==> config.mk <==
export PLATFORM = sky130hd
export DESIGN_NAME = lsu_bus_host_flat
export DESIGN_NICKNAME = d
export VERILOG_FILES = /design/src/rtl/lsu_bus_host_if.sv /design/src/rtl/lsu_bus_host.sv /design/src/flat_wrapper.sv
export SDC_FILE = /design/constraint.sdc
export NUM_CORES = 1
export LEC_CHECK = 0
export ABC_AREA = 0
export CORE_ASPECT_RATIO = 0.6
export CORE_MARGIN = 2
export CORE_UTILIZATION = 35
export CTS_CLUSTER_DIAMETER = 50
export CTS_CLUSTER_SIZE = 25
export DETAILED_ROUTE_END_ITERATION = 8
export SYNTH_ARGS = -nofsm -noshare
export SYNTH_HDL_FRONTEND = slang
export SYNTH_SLANG_ARGS = --single-unit
==> constraint.sdc <==
create_clock -name clk -period 4.2 [get_ports clk]
set_input_delay 1.05 -clock clk [delete_from_list [all_inputs] [get_ports clk]]
set_output_delay 1.05 -clock clk [all_outputs]
set_load 0.005 [all_outputs]
==> src/rtl/lsu_bus_host_if.sv <==
// Avalon-MM read/write bus between one host and the memory agents.
// Host drives the command side; the agent returns read data and handshakes.
interface AvalonMmRw #(
  parameter int ADDR_W = 32,
  parameter int DATA_W = 32
);
  logic [ADDR_W-1:0]   address;
  logic                read;
  logic                write;
  logic [DATA_W/8-1:0] byteenable;
  logic [DATA_W-1:0]   host_to_agent;
  logic [DATA_W-1:0]   agent_to_host;
  logic                waitrequest;
  logic                readdatavalid;

  modport Host (
    output address, read, write, byteenable, host_to_agent,
    input  agent_to_host, waitrequest, readdatavalid
  );

  modport Agent (
    input  address, read, write, byteenable, host_to_agent,
    output agent_to_host, waitrequest, readdatavalid
  );
endinterface

==> src/rtl/lsu_bus_host.sv <==
// Single-outstanding load/store bus initiator: lane steering, load extension,
// misalignment rejection and a strobe timeout.
module lsu_bus_host #(
  parameter int TIMEOUT = 256
) (
  input  logic        clk,
  input  logic        reset_n,
  input  logic        req_valid,
  output logic        req_ready,
  input  logic        req_write,
  input  logic [1:0]  req_size,
  input  logic        req_unsigned,
  input  logic [31:0] req_addr,
  input  logic [31:0] req_wdata,
  output logic        rsp_valid,
  output logic [31:0] rsp_rdata,
  output logic        rsp_err,
  AvalonMmRw.Host     bus
);

  localparam int CNT_W = (TIMEOUT > 0) ? $clog2(TIMEOUT + 1) : 1;
  localparam logic [CNT_W-1:0] TO_VAL = CNT_W'(TIMEOUT);

  typedef enum logic [1:0] {S_IDLE, S_READ, S_WRITE, S_RESP} state_e;

  state_e            state_q, state_d;
  logic              read_q, read_d;
  logic              write_q, write_d;
  logic [31:0]       address_q, address_d;
  logic [3:0]        byteenable_q, byteenable_d;
  logic [31:0]       h2a_q, h2a_d;
  logic [1:0]        off_q, off_d;
  logic [1:0]        size_q, size_d;
  logic              uns_q, uns_d;
  logic [CNT_W-1:0]  cnt_q, cnt_d;
  logic [31:0]       rsp_rdata_q, rsp_rdata_d;
  logic              rsp_err_q, rsp_err_d;
  logic [CNT_W-1:0]  cnt_inc;
  logic              timeout_hit;

  function automatic logic access_bad(input logic [1:0] size, input logic [1:0] off);
    case (size)
      2'b00:   return 1'b0;
      2'b01:   return off[0];
      2'b10:   return off != 2'b00;
      default: return 1'b1;
    endcase
  endfunction

  function automatic logic [3:0] lane_mask(input logic [1:0] size, input logic [1:0] off);
    logic [3:0] base;
    case (size)
      2'b00:   base = 4'b0001;
      2'b01:   base = 4'b0011;
      default: base = 4'b1111;
    endcase
    return base << off;
  endfunction

  function automatic logic [31:0] extend_load(input logic [31:0] raw, input logic [1:0] off,
                                              input logic [1:0] size, input logic uns);
    logic [31:0] lane;
    lane = raw >> {off, 3'b000};
    case (size)
      2'b00:   return uns ? {24'b0, lane[7:0]}  : {{24{lane[7]}}, lane[7:0]};
      2'b01:   return uns ? {16'b0, lane[15:0]} : {{16{lane[15]}}, lane[15:0]};
      default: return lane;
    endcase
  endfunction

  // The counter holds the number of unanswered strobe cycles seen so far;
  // the strobe drops on the cycle that would bring it up to TIMEOUT.
  assign cnt_inc     = cnt_q + CNT_W'(1);
  assign timeout_hit = (TIMEOUT != 0) && (cnt_inc == TO_VAL);

  always_comb begin
    state_d      = state_q;
    read_d       = read_q;
    write_d      = write_q;
    address_d    = address_q;
    byteenable_d = byteenable_q;
    h2a_d        = h2a_q;
    off_d        = off_q;
    size_d       = size_q;
    uns_d        = uns_q;
    cnt_d        = cnt_q;
    rsp_rdata_d  = rsp_rdata_q;
    rsp_err_d    = rsp_err_q;
    case (state_q)
      S_IDLE: begin
        if (req_valid) begin
          if (access_bad(req_size, req_addr[1:0])) begin
            state_d     = S_RESP;
            rsp_err_d   = 1'b1;
            rsp_rdata_d = 32'b0;
          end else begin
            address_d    = {req_addr[31:2], 2'b00};
            byteenable_d = lane_mask(req_size, req_addr[1:0]);
            h2a_d        = req_wdata << {req_addr[1:0], 3'b000};
            off_d        = req_addr[1:0];
            size_d       = req_size;
            uns_d        = req_unsigned;
            cnt_d        = '0;
            read_d       = !req_write;
            write_d      = req_write;
            state_d      = req_write ? S_WRITE : S_READ;
          end
        end
      end
      S_READ: begin
        if (bus.readdatavalid) begin
          read_d      = 1'b0;
          rsp_rdata_d = extend_load(bus.agent_to_host, off_q, size_q, uns_q);
          rsp_err_d   = 1'b0;
          state_d     = S_RESP;
        end else if (timeout_hit) begin
          read_d      = 1'b0;
          rsp_rdata_d = 32'b0;
          rsp_err_d   = 1'b1;
          state_d     = S_RESP;
        end else begin
          cnt_d = cnt_inc;
        end
      end
      S_WRITE: begin
        if (!bus.waitrequest) begin
          write_d     = 1'b0;
          rsp_rdata_d = 32'b0;
          rsp_err_d   = 1'b0;
          state_d     = S_RESP;
        end else if (timeout_hit) begin
          write_d     = 1'b0;
          rsp_rdata_d = 32'b0;
          rsp_err_d   = 1'b1;
          state_d     = S_RESP;
        end else begin
          cnt_d = cnt_inc;
        end
      end
      default: begin
        rsp_rdata_d = 32'b0;
        rsp_err_d   = 1'b0;
        state_d     = S_IDLE;
      end
    endcase
  end

  always_ff @(posedge clk or negedge reset_n) begin
    if (!reset_n) begin
      state_q      <= S_IDLE;
      read_q       <= 1'b0;
      write_q      <= 1'b0;
      address_q    <= 32'b0;
      byteenable_q <= 4'b0;
      h2a_q        <= 32'b0;
      off_q        <= 2'b0;
      size_q       <= 2'b0;
      uns_q        <= 1'b0;
      cnt_q        <= '0;
      rsp_rdata_q  <= 32'b0;
      rsp_err_q    <= 1'b0;
    end else begin
      state_q      <= state_d;
      read_q       <= read_d;
      write_q      <= write_d;
      address_q    <= address_d;
      byteenable_q <= byteenable_d;
      h2a_q        <= h2a_d;
      off_q        <= off_d;
      size_q       <= size_d;
      uns_q        <= uns_d;
      cnt_q        <= cnt_d;
      rsp_rdata_q  <= rsp_rdata_d;
      rsp_err_q    <= rsp_err_d;
    end
  end

  assign req_ready          = (state_q == S_IDLE);
  assign rsp_valid          = (state_q == S_RESP);
  assign rsp_rdata          = rsp_rdata_q;
  assign rsp_err            = rsp_err_q;
  assign bus.address        = address_q;
  assign bus.read           = read_q;
  assign bus.write          = write_q;
  assign bus.byteenable     = byteenable_q;
  assign bus.host_to_agent  = h2a_q;

endmodule

==> src/flat_wrapper.sv <==
// flat-port wrapper written by rule: the top's interface ports become plain ports
module lsu_bus_host_flat 
#(
  parameter int TIMEOUT = 256
)
  (clk, reset_n, req_valid, req_ready, req_write, req_size, req_unsigned, req_addr, req_wdata, rsp_valid, rsp_rdata, rsp_err, bus_address, bus_read, bus_write, bus_byteenable, bus_host_to_agent, bus_agent_to_host, bus_waitrequest, bus_readdatavalid);
  AvalonMmRw bus_i ();
  input  logic clk;
  input  logic reset_n;
  input  logic req_valid;
  output logic req_ready;
  input  logic req_write;
  input  logic [1:0] req_size;
  input  logic req_unsigned;
  input  logic [31:0] req_addr;
  input  logic [31:0] req_wdata;
  output logic rsp_valid;
  output logic [31:0] rsp_rdata;
  output logic rsp_err;
  output wire logic [$bits(bus_i.address)-1:0] bus_address;
  output wire logic [$bits(bus_i.read)-1:0] bus_read;
  output wire logic [$bits(bus_i.write)-1:0] bus_write;
  output wire logic [$bits(bus_i.byteenable)-1:0] bus_byteenable;
  output wire logic [$bits(bus_i.host_to_agent)-1:0] bus_host_to_agent;
  input wire logic [$bits(bus_i.agent_to_host)-1:0] bus_agent_to_host;
  input wire logic [$bits(bus_i.waitrequest)-1:0] bus_waitrequest;
  input wire logic [$bits(bus_i.readdatavalid)-1:0] bus_readdatavalid;
  assign bus_address = bus_i.address;
  assign bus_read = bus_i.read;
  assign bus_write = bus_i.write;
  assign bus_byteenable = bus_i.byteenable;
  assign bus_host_to_agent = bus_i.host_to_agent;
  assign bus_i.agent_to_host = bus_agent_to_host;
  assign bus_i.waitrequest = bus_waitrequest;
  assign bus_i.readdatavalid = bus_readdatavalid;
  lsu_bus_host #(.TIMEOUT(TIMEOUT)) u_core (.clk(clk), .reset_n(reset_n), .req_valid(req_valid), .req_ready(req_ready), .req_write(req_write), .req_size(req_size), .req_unsigned(req_unsigned), .req_addr(req_addr), .req_wdata(req_wdata), .rsp_valid(rsp_valid), .rsp_rdata(rsp_rdata), .rsp_err(rsp_err), .bus(bus_i));
endmodule
Word level (Yosys, flattened, before mapping):

Index checks and enable logic that the tools add are counted.

* reduce and logical (&&, ||, !) cells: 13
* shift operators: 3
* bitwise operators: 1
* equality and inequality tests: 14
* add/sub/neg operators: 1
* multiplexer cells: 44

Operators with widths (number)
* 32-bit two-way mux: 7
* 32-bit one-hot mux with 3 select lines: 1
* 32-bit one-hot mux with 2 select lines: 1
* 9-bit two-way mux: 5
* 32-bit by 5-bit left shift with 32-bit output: 1
* 32-bit by 5-bit >> shifter with 32-bit output: 1
* 9-bit one-hot mux with 3 select lines: 1
* 1-bit two-way mux: 14
* 2-bit two-way mux: 6
* 4-bit two-way mux: 3
* 9-bit by 1-bit adder with 9-bit output, second input constant: 1
* 9-bit equality test, second input constant: 1
* 2-bit inequality test, second input constant: 4
* 4-bit one-hot mux with 2 select lines: 1
* 4-bit AND reduction: 2
* 2-bit by 1-bit equality test with 1-bit output, second input constant: 3
* 2-bit equality test, second input constant: 3
* 2-bit zero test: 3
* 3-bit by 2-bit inequality test with 1-bit output, second input constant: 2
* 1-bit one-hot mux with 3 select lines: 2
* 2-bit one-hot mux with 3 select lines: 1
* 2-bit nonzero test: 3
* 5-bit AND reduction: 1
* 1-bit one-hot mux with 2 select lines: 2
* other kinds (7): 7

* bits in registers: 117
* logic and storage cells: 88
* output and inout port bits: 105

Logic depth before layout (Yosys ltp):

Gate-level depths: netlist (run 1).

* depth after elaboration: 8
* gate-level depth with buffers: 9
* mapped depth without buffers: 7

Worst setup path before layout (run 1):

Ideal clock, no wire load.

* kind: input to register
* start: input req_addr[1]
* end: register u_core.address_q[10] (netlist: u_core.bus.address[10])
* path buffers: 3
* arrival: 2358 ps
* data required time: 4075 ps
* slack: 1718 ps
* stages: 7
* setup time: 125 ps
* cells stage by stage: buf_2 > o21ai_1 > a21o_1 > nand3_1 > buf_2 > buf_2 > mux2_2

* word-level cells in the longest chain between the ends: 6

Ends and longest elaborated chain
* start: declaration: RTL line flat_wrapper.sv:15 `input logic [31:0] req_addr;`
* 2-bit nonzero test: RTL line lsu_bus_host.sv:45 `2'b10: return off != 2'b00;`
* 1-bit one-hot mux with 3 select lines: RTL line lsu_bus_host.sv:42 `case (size)`
* 1-bit two-way mux: RTL line lsu_bus_host.sv:91 `if (req_valid) begin`
* 1-bit two-way mux: RTL line lsu_bus_host.sv:89 `case (state_q)`
* 1-bit NOT (no line)
* 3-bit AND reduction (no line)
* end signal: assignment: RTL line lsu_bus_host.sv:166 `address_q <= address_d;`
* end: declaration: RTL line lsu_bus_host.sv:29 `logic [31:0] address_q, address_d;`

No other way between the ends. The select of a mux whose other input is x is not followed.
A chain may end at the register's enable or synchronous reset.

Final worst setup path (run 1):

* start: register u_core.state_q[0]
* end: output req_ready

* word-level cells in the longest chain between the ends: 1

Ends and longest elaborated chain
* start: declaration: RTL line lsu_bus_host.sv:26 `state_e state_q, state_d;`
* start signal: assignment: RTL line lsu_bus_host.sv:163 `state_q <= state_d;`
* 2-bit zero test: RTL line lsu_bus_host.sv:178 `assign req_ready = (state_q == S_IDLE);`
* end: declaration: RTL line flat_wrapper.sv:11 `output logic req_ready;`

No other way between the ends.

==> summary.md, run 1 <==
| Metric | Value |
|---|---|
| Yosys top cell by area | dfrtp_1 |
| Post-synth top area share | 0.490 |
| Drt pass-1 iters | 5 |
| Main synth FF type | dfrtp_1 |
| Max Slew Vio Count | 0 |
| Drt drc | 0 |
| Cell area after synthesis | 5980 um2 |
| Vias in the first global route | 5298 |
| GR Util met2 | 0.292 |
| Cells after synthesis | 572 |
| Synth unique cells | 54 |
| Tot Pwr | 0.00581 W |
| Met3 Resource Use GR | 0.102 |
| Via/cell ratio | 5.18 |
| Synth top area cells | dfrtp_1 49%, mux2_2 7.9%, mux2i_1 5.9% |
| Nets | 878 |
| Critical path type | reg -> out |
| Power density over the cells | 660 nW/um2 |
| DR WL/cell | 18.1 um |
| Post-synthesis register bit count | 117 |
| Startpoint type of the worst setup path | register |
| Total global-route track usage | 0.205 |
| TritonCTS clock tree | done |
| Min-delay worst type | reg -> reg |
| Switching share of power | 0.344 |
| Number of core rows | 36 |
| DR iter-0 viols | 410 |
| Crit-path cells | inv_1 > ha_1 > clkdlybuf4s50_1 |
| Root buf cell | clkbuf_16 |
| Hold-fix buffers, CTS | 0 |
| Critical Path RT | 3.15 ns |
| # diodes | 0 |
| I/O pin count | 210 |
| Critical Path AT | 2.02 ns |
| Seq pwr share | 0.323 |
| Crit end category | output port |
| H-tree Lvls | 4 |
| Syn avg cell area | 10.5 um2 |
| I/O Buffers | 207 |
| Setup TNS Final | 0 ns |
| First-pass GRT wire length | 29.3 mm |
| Total core area | 16500 um2 |
| Ys Warns | 0 |
| Inst Count DP | 975 |
| Met1 usage | 0.276 |
| Leakage | 3.71 nW |
| Max rail drop VDD | 0.311 mV |
| Share of post-route cells with drive strength above 1 | 0.117 |
| Final Hold Vio Count | 0 |
| CP max FO | 10 |
| Clock Latency Late Sink | 0.41 ns |
| Fmax achieved | 0.326 GHz |
| CTS buffer count | 17 |
| Via count | 5209 |
| Least-Margin Pin Slew | 0.971 ns |
| Max-Cap Viols | 0 |
| Clock Tree Buf Depth | 2 |
| Initial core utilization | 0.363 |
| Asr flop ratio synth | 1.00 |
| DP Wirelength | 13.2 mm |
| Placement Cell Area | 8220 um2 |
| Post-synth EDFFs | 0 |
| Design Area, Final | 8800 um2 |
| Overflow after GRT | 0 |
| Die Ht | 105 um |
| Worst-path clk slew | 0.06 ns |
| Combinational power share | 0.431 |
| Post-CTS setup buffers | 0 |
| Gpl congestion | 0.864 |
| Largest net degree at the start of global routing | 72 |
| Final ANT Viol Nets | 0 |
| WL final | 18.2 mm |
| Fin cells | 1006 |
| Clk_skew | 0.00923 ns |
| Initial antenna violation count | 0 |
| Area Overhead vs Synth | 47.2% |
| Clock power share | 0.246 |
| Period utilisation layout | 0.730 |
| Busiest grt layer | met2 |
| Final setup viols | 0 |
| Die extent in x | 173 um |
| CTS sink cnt | 117 |
| RSZ-0062 raised after global routing | no |
| Status | finished, final reports clean |
| Post-synthesis sequential area ratio | 0.490 |
| Die area | 18200 um2 |
| Post-CTS sizing | 0 |
| CP max stage delay | 0.58 ns |
| Net Sw Power | 0.00200 W |
| Relative slew slack | 0.353 |
| Internal power | 0.00381 W |
| Minimum clock period | 3.07 ns |
| Slowest cell on the critical path | clkdlybuf4s50_1 |
[worst max-delay path, delay by kind of cell, from the launching register on]
kind / cells / cell delay (ns)
adder cells (fa/ha/maj): 1 / 0.45
buffers and inverters: 2 / 0.74
flip-flops: 1 / 0.43
[per-layer routing]
metal  vias up  wire [um]
li1       2454          -
met1      2525       8330
met2       220       7630
met3        10       2110
met4         0        103
met5         -          0
[power by group through the flow]
stage | combinational [W] | clock (W) | sequential [W]
finish | 0.00251 | 0.00143 | 0.00188
CTS | 0.00253 | 0.00146 | 0.00188
detailed placement | 0.00251 | 0 | 0.00188
global route | 0.00276 | 0.00152 | 0.00194
floorplan | 0.00126 | 0 | 0.00184
global placement | 0.00249 | 0 | 0.00187
[final timing paths]
kind | slack, ns | startpoint | cells after the start | endpoint
setup reg to reg | 1.46 | u_core.state_q[1] | 6 | u_core.rsp_rdata[30]
setup / recovery | 1.13 | u_core.state_q[0] | 3 | req_ready
max in group asynchronous | 2.57 | reset_n | 2 | u_core.bus.host_to_agent[0]
hold reg to reg | 0.48 | u_core.bus.host_to_agent[9] | 2 | u_core.bus.host_to_agent[9]
hold / removal | 0.48 | u_core.bus.host_to_agent[9] | 2 | u_core.bus.host_to_agent[9]
min in group asynchronous | 0.80 | reset_n | 1 | u_core.bus.host_to_agent[27]
[cells by family (layout without fill, tap and decap cells)]
group                    count (synthesis)  count (layout)  share of synthesized area
AO/OA/AOI/OAI                          174             174                      0.201
AND/OR/NAND/NOR                        140             140                      0.109
flip-flops                             117             117                      0.490
multiplexers                            78              78                      0.140
buffers and inverters                   55             260                     0.0456
adder cells (fa/ha/maj)                  7               7                     0.0146
other                                    1               2                   0.000627
[cell usage after synthesis, types with 2 or more instances]
library cell    n
a2111oi_4       2
a211oi_1       15
a21o_1          4
a21oi_1        41
a22o_1         24
a31oi_1         3
and2_1          3
and3_1          2
buf_1           6
buf_2          14
buf_4           3
buf_6           5
clkbuf_1       12
dfrtp_1       117
ha_1            7
inv_1          14
mux2_2         42
mux2i_1        35
nand2_1        71
nand3_1         9
nand4_1         2
nand4b_1        2
nor2_1         22
nor2b_1        20
nor3_1          2
o211ai_1        5
o21a_1          2
o21ai_0        42
o21ai_1         3
o2bb2ai_1       8
o31ai_1        12
[placed cells by master (no fill, tap or decap), types with 4 or more instances in the layout]
| cell type | count |
|---|---|
| buf_4 | 5 |
| clkinvlp_4 | 4 |
| inv_1 | 14 |
| a211oi_1 | 15 |
| clkdlybuf4s50_1 | 205 |
| o2bb2ai_1 | 8 |
| o211ai_1 | 5 |
| clkbuf_16 | 17 |
| mux2_2 | 42 |
| a21o_1 | 4 |
| a21oi_1 | 41 |
| nor2b_1 | 20 |
| mux2i_1 | 35 |
| dfrtp_1 | 117 |
| nand3_1 | 8 |
| o31ai_1 | 12 |
| nor2_1 | 22 |
| a22o_1 | 24 |
| ha_1 | 7 |
| nand2_1 | 71 |
| o21ai_0 | 42 |
[through the flow]
step,hold WS (ns),setup slack [ns],util
after floorplan,0.473,1.72,-
after global placement,0.467,0.857,0.499
after detailed placement,0.465,0.814,0.499
after CTS,0.478,1.12,0.534
after global routing,0.513,1.00,0.534
final,0.478,1.13,0.534
[state kept, by name (all words and copies together), names as in the netlist, 2 cells and up]
register,count
u_core.size_q,2
u_core.cnt_q,9
u_core.rsp_rdata,32
u_core.bus.byteenable,4
u_core.state_q,2
u_core.off_q,2
u_core.bus.host_to_agent,32
u_core.bus.address,30
[final cells by class]
class	instances	area [um2]
clock buffer	19	453
fill	1467	7680
clock inverter	12	131
tap	228	285
inverter	15	56.3
sequential	117	2930
timing repair buffer	214	2150
multi-input combinational	401	2800
Note: power is estimated with default switching activity, not from simulation.
==> inputs of run 2 (changes only) <==
PLACE_DENSITY = 0.67   (was unset)
clock period = 2.45 ns   (was 4.2 ns; I/O delays follow)
==> run 2 against run 1 <==
Against the previous run:
- sequential cell count did not move
- sequential share of layout area is 1.2 points lower
- final cell count grew 3.2%
- combinational power rose by 85%
- design area up 3.9%
- hold slack lost 0.34 ns
- clock power rose by 88%
- clock-buffer cell count is 1 lower
- first-iteration DRC count down 9.5%
- critical path type unchanged
- critical endpoint unchanged
- largest power group unchanged
==> summary.md, run 2 (synthesis gave the netlist of run 1 again) <==
| Metric | Value |
|---|---|
| Status | finished, final reports clean (unchanged) |
| Fmax achieved | 0.426 GHz |
| TritonCTS clock tree | done (unchanged) |
| Met1 usage | 0.284 (was 0.276) |
| Total core area | 16500 um2 (unchanged) |
| Drt pass-1 iters | 4 (was 5) |
| CTS sink cnt | 117 (unchanged) |
| DP Wirelength | 14.1 mm (was 13.2 mm) |
| Clock Latency Late Sink | 0.41 ns (about the same) |
| Leakage | 3.90 nW (was 3.71 nW) |
| DR WL/cell | 18.1 um (about the same) |
| Placement Cell Area | 8490 um2 (was 8220 um2) |
| Via/cell ratio | 5.21 (was 5.18) |
| I/O Buffers | 207 (unchanged) |
| Critical Path AT | 1.74 ns (was 2.02 ns) |
| Most frequent cells in the layout | 205 x clkdlybuf4s50_1, 117 x dfrtp_1, 71 x nand2_1 (unchanged) |
| RSZ-0062 raised after global routing | no (unchanged) |
| Busiest grt layer | met2 (unchanged) |
| Post-CTS setup buffers | 0 (unchanged) |
| Die extent in x | 173 um (unchanged) |
| Final Hold Vio Count | 0 (unchanged) |
| Setup crit start | u_core.state_q[0] (unchanged) |
| Worst-path clk slew | 0.06 ns (about the same) |
| Max-Cap Viols | 0 (unchanged) |
| Minimum clock period | 2.35 ns |
| Fin cells | 1038 (was 1006) |
| R2r worst-path depth | 7 (was 6) |
| Overflow after GRT | 0 (unchanged) |
| Root buf cell | clkbuf_16 (unchanged) |
| WL final | 18.8 mm (was 18.2 mm) |
| Final ANT Viol Nets | 0 (unchanged) |
| Setup WS post-layout | 0.102 ns (was 1.13 ns) |
| Number of core rows | 36 (unchanged) |
| First-pass GRT wire length | 30.5 mm (was 29.3 mm) |
| Hold-fix buffers, CTS | 0 (unchanged) |
| Via count | 5407 (was 5209) |
| H-tree Lvls | 4 (unchanged) |
| Commonest non-fill, non-tap cell in the layout | clkdlybuf4s50_1 (unchanged) |
| # diodes | 0 (unchanged) |
| Critical path type | reg -> out (unchanged) |
| CP max FO | 6 (was 10) |
| Clock Tree Buf Depth | 2 (unchanged) |
| Max Slew Vio Count | 0 (unchanged) |
| Gpl congestion | 0.907 (was 0.864) |
| Critical Path RT | 1.84 ns (was 3.15 ns) |
| Power density over the cells | 1150 nW/um2 (was 660 nW/um2) |
| DP Worst Slack | -0.0918 ns (was 0.814 ns) |
| Die area | 18200 um2 (unchanged) |
| Fill count | 1435 (was 1467) |
| Least-Margin Pin Slew | 0.786 ns (was 0.971 ns) |
| Largest net degree at the start of global routing | 53 (was 72) |
| Area Overhead vs Synth | 52.9% (was 47.2%) |
| R2R setup slack | 0.31 ns (was 1.46 ns) |
| Final Hold Slack | 0.138 ns (was 0.478 ns) |
| Worst R2R End | u_core.rsp_rdata[23] (was u_core.rsp_rdata[30]) |
| Initial antenna violation count | 0 (unchanged) |
| Startpoint type of the worst setup path | register (unchanged) |
| Tot Pwr | 0.0106 W (was 0.00581 W) |
| Vias in the first global route | 5553 (was 5298) |
| Relative slew slack | 0.474 (was 0.353) |
| Drt drc | 0 (unchanged) |
| I/O pin count | 210 (unchanged) |
| GR Util met2 | 0.312 (was 0.292) |
| Final setup viols | 0 (unchanged) |
| Nets | 909 (was 878) |
| Met3 Resource Use GR | 0.0974 (was 0.102) |
| Crit end category | output port (unchanged) |
| Total global-route track usage | 0.210 (was 0.205) |
| Clk_skew | 0.00959 ns (was 0.00923 ns) |
| Max rail drop VDD | 0.555 mV (was 0.311 mV) |
| Reg2reg start | u_core.cnt_q[1] (was u_core.state_q[1]) |
| Critical Path End | req_ready (unchanged) |
| Min-delay worst type | in -> async (was reg -> reg) |
| Initial core utilization | 0.363 (unchanged) |
| Period utilisation layout | 0.958 |
| Share of post-route cells with drive strength above 1 | 0.154 (was 0.117) |
| CTS buffer count | 17 (unchanged) |
| Die Ht | 105 um (unchanged) |
| Design Area, Final | 9150 um2 (was 8800 um2) |
| DR iter-0 viols | 371 (was 410) |
| Inst Count DP | 1006 (was 975) |
## run 2: changes by cell type in the layout (fill, tap and decap cells not counted), moves of 2 or more
cell,previous run,this run
bufinv_16,2,4
buf_4,5,33
clkinv_2,3,1
clkinv_4,3,5
clkinvlp_4,4,2
ha_1,7,5
inv_6,0,2
buf_12,3,6
## run 2: what timing repair did
item | CTS | global route
endpoints found under the setup margin | 1 | 2
gates resized for setup | 1 | 2
hold endpoints to repair | 0 | 0
## run 2: how the worst min path moves through the flow
stage          cells past startpoint                    startpoint                           end
2_1_floorplan                      0                       reset_n        u_core.bus.address[10]
3_5_place_dp                       2  u_core.bus.host_to_agent[19]  u_core.bus.host_to_agent[19]
3_3_place_gp                       2  u_core.bus.host_to_agent[22]  u_core.bus.host_to_agent[22]
5_1_grt                            1                       reset_n             u_core.state_q[0]
4_1_cts                            1                       reset_n             u_core.state_q[0]
6_report                           1                       reset_n             u_core.state_q[1]
## run 2: routing by layer
layer,vias to the layer above,share of wire
met2,234,0.44
met1,2637,0.46
li1,2526,-
met4,0,0.0052
met5,-,0
met3,10,0.10
## run 2: final cells by class
class / count / area (um2) / share of cell area
multi-input combinational: 401 / 2810 / 0.307
clock inverter: 14 / 201 / 0.0220
sequential: 117 / 2930 / 0.320
tap: 228 / 285 / 0.0312
inverter: 15 / 56.3 / 0.00616
clock buffer: 18 / 439 / 0.0480
timing repair buffer: 245 / 2420 / 0.265
## run 2: metrics by stage
step            util  setup TNS [ns]
2_1_floorplan      -               0
3_3_place_gp   0.515         -0.0274
3_5_place_dp   0.515          -0.614
4_1_cts        0.554               0
5_1_grt        0.555               0
6_report       0.555               0
## run 2: worst max-delay path: stages (launching register included)
cell             delay, ns
dfrtp_1               0.43
inv_1                 0.18
ha_4                  0.20
clkdlybuf4s50_1       0.51
## run 2: power breakdown
group	internal [W]	switching, W	leakage (nW)
clock network	0.00174	0.000947	0.307
logic	0.00258	0.00206	2.08
registers	0.00267	0.000552	1.51
total	0.00699	0.00356	3.90
==> inputs of run 3 (changes only) <==
ABC_AREA = unset   (was 0)
==> results of run 3 <==
Final layout, timing and power as in run 2 (identical DEF).
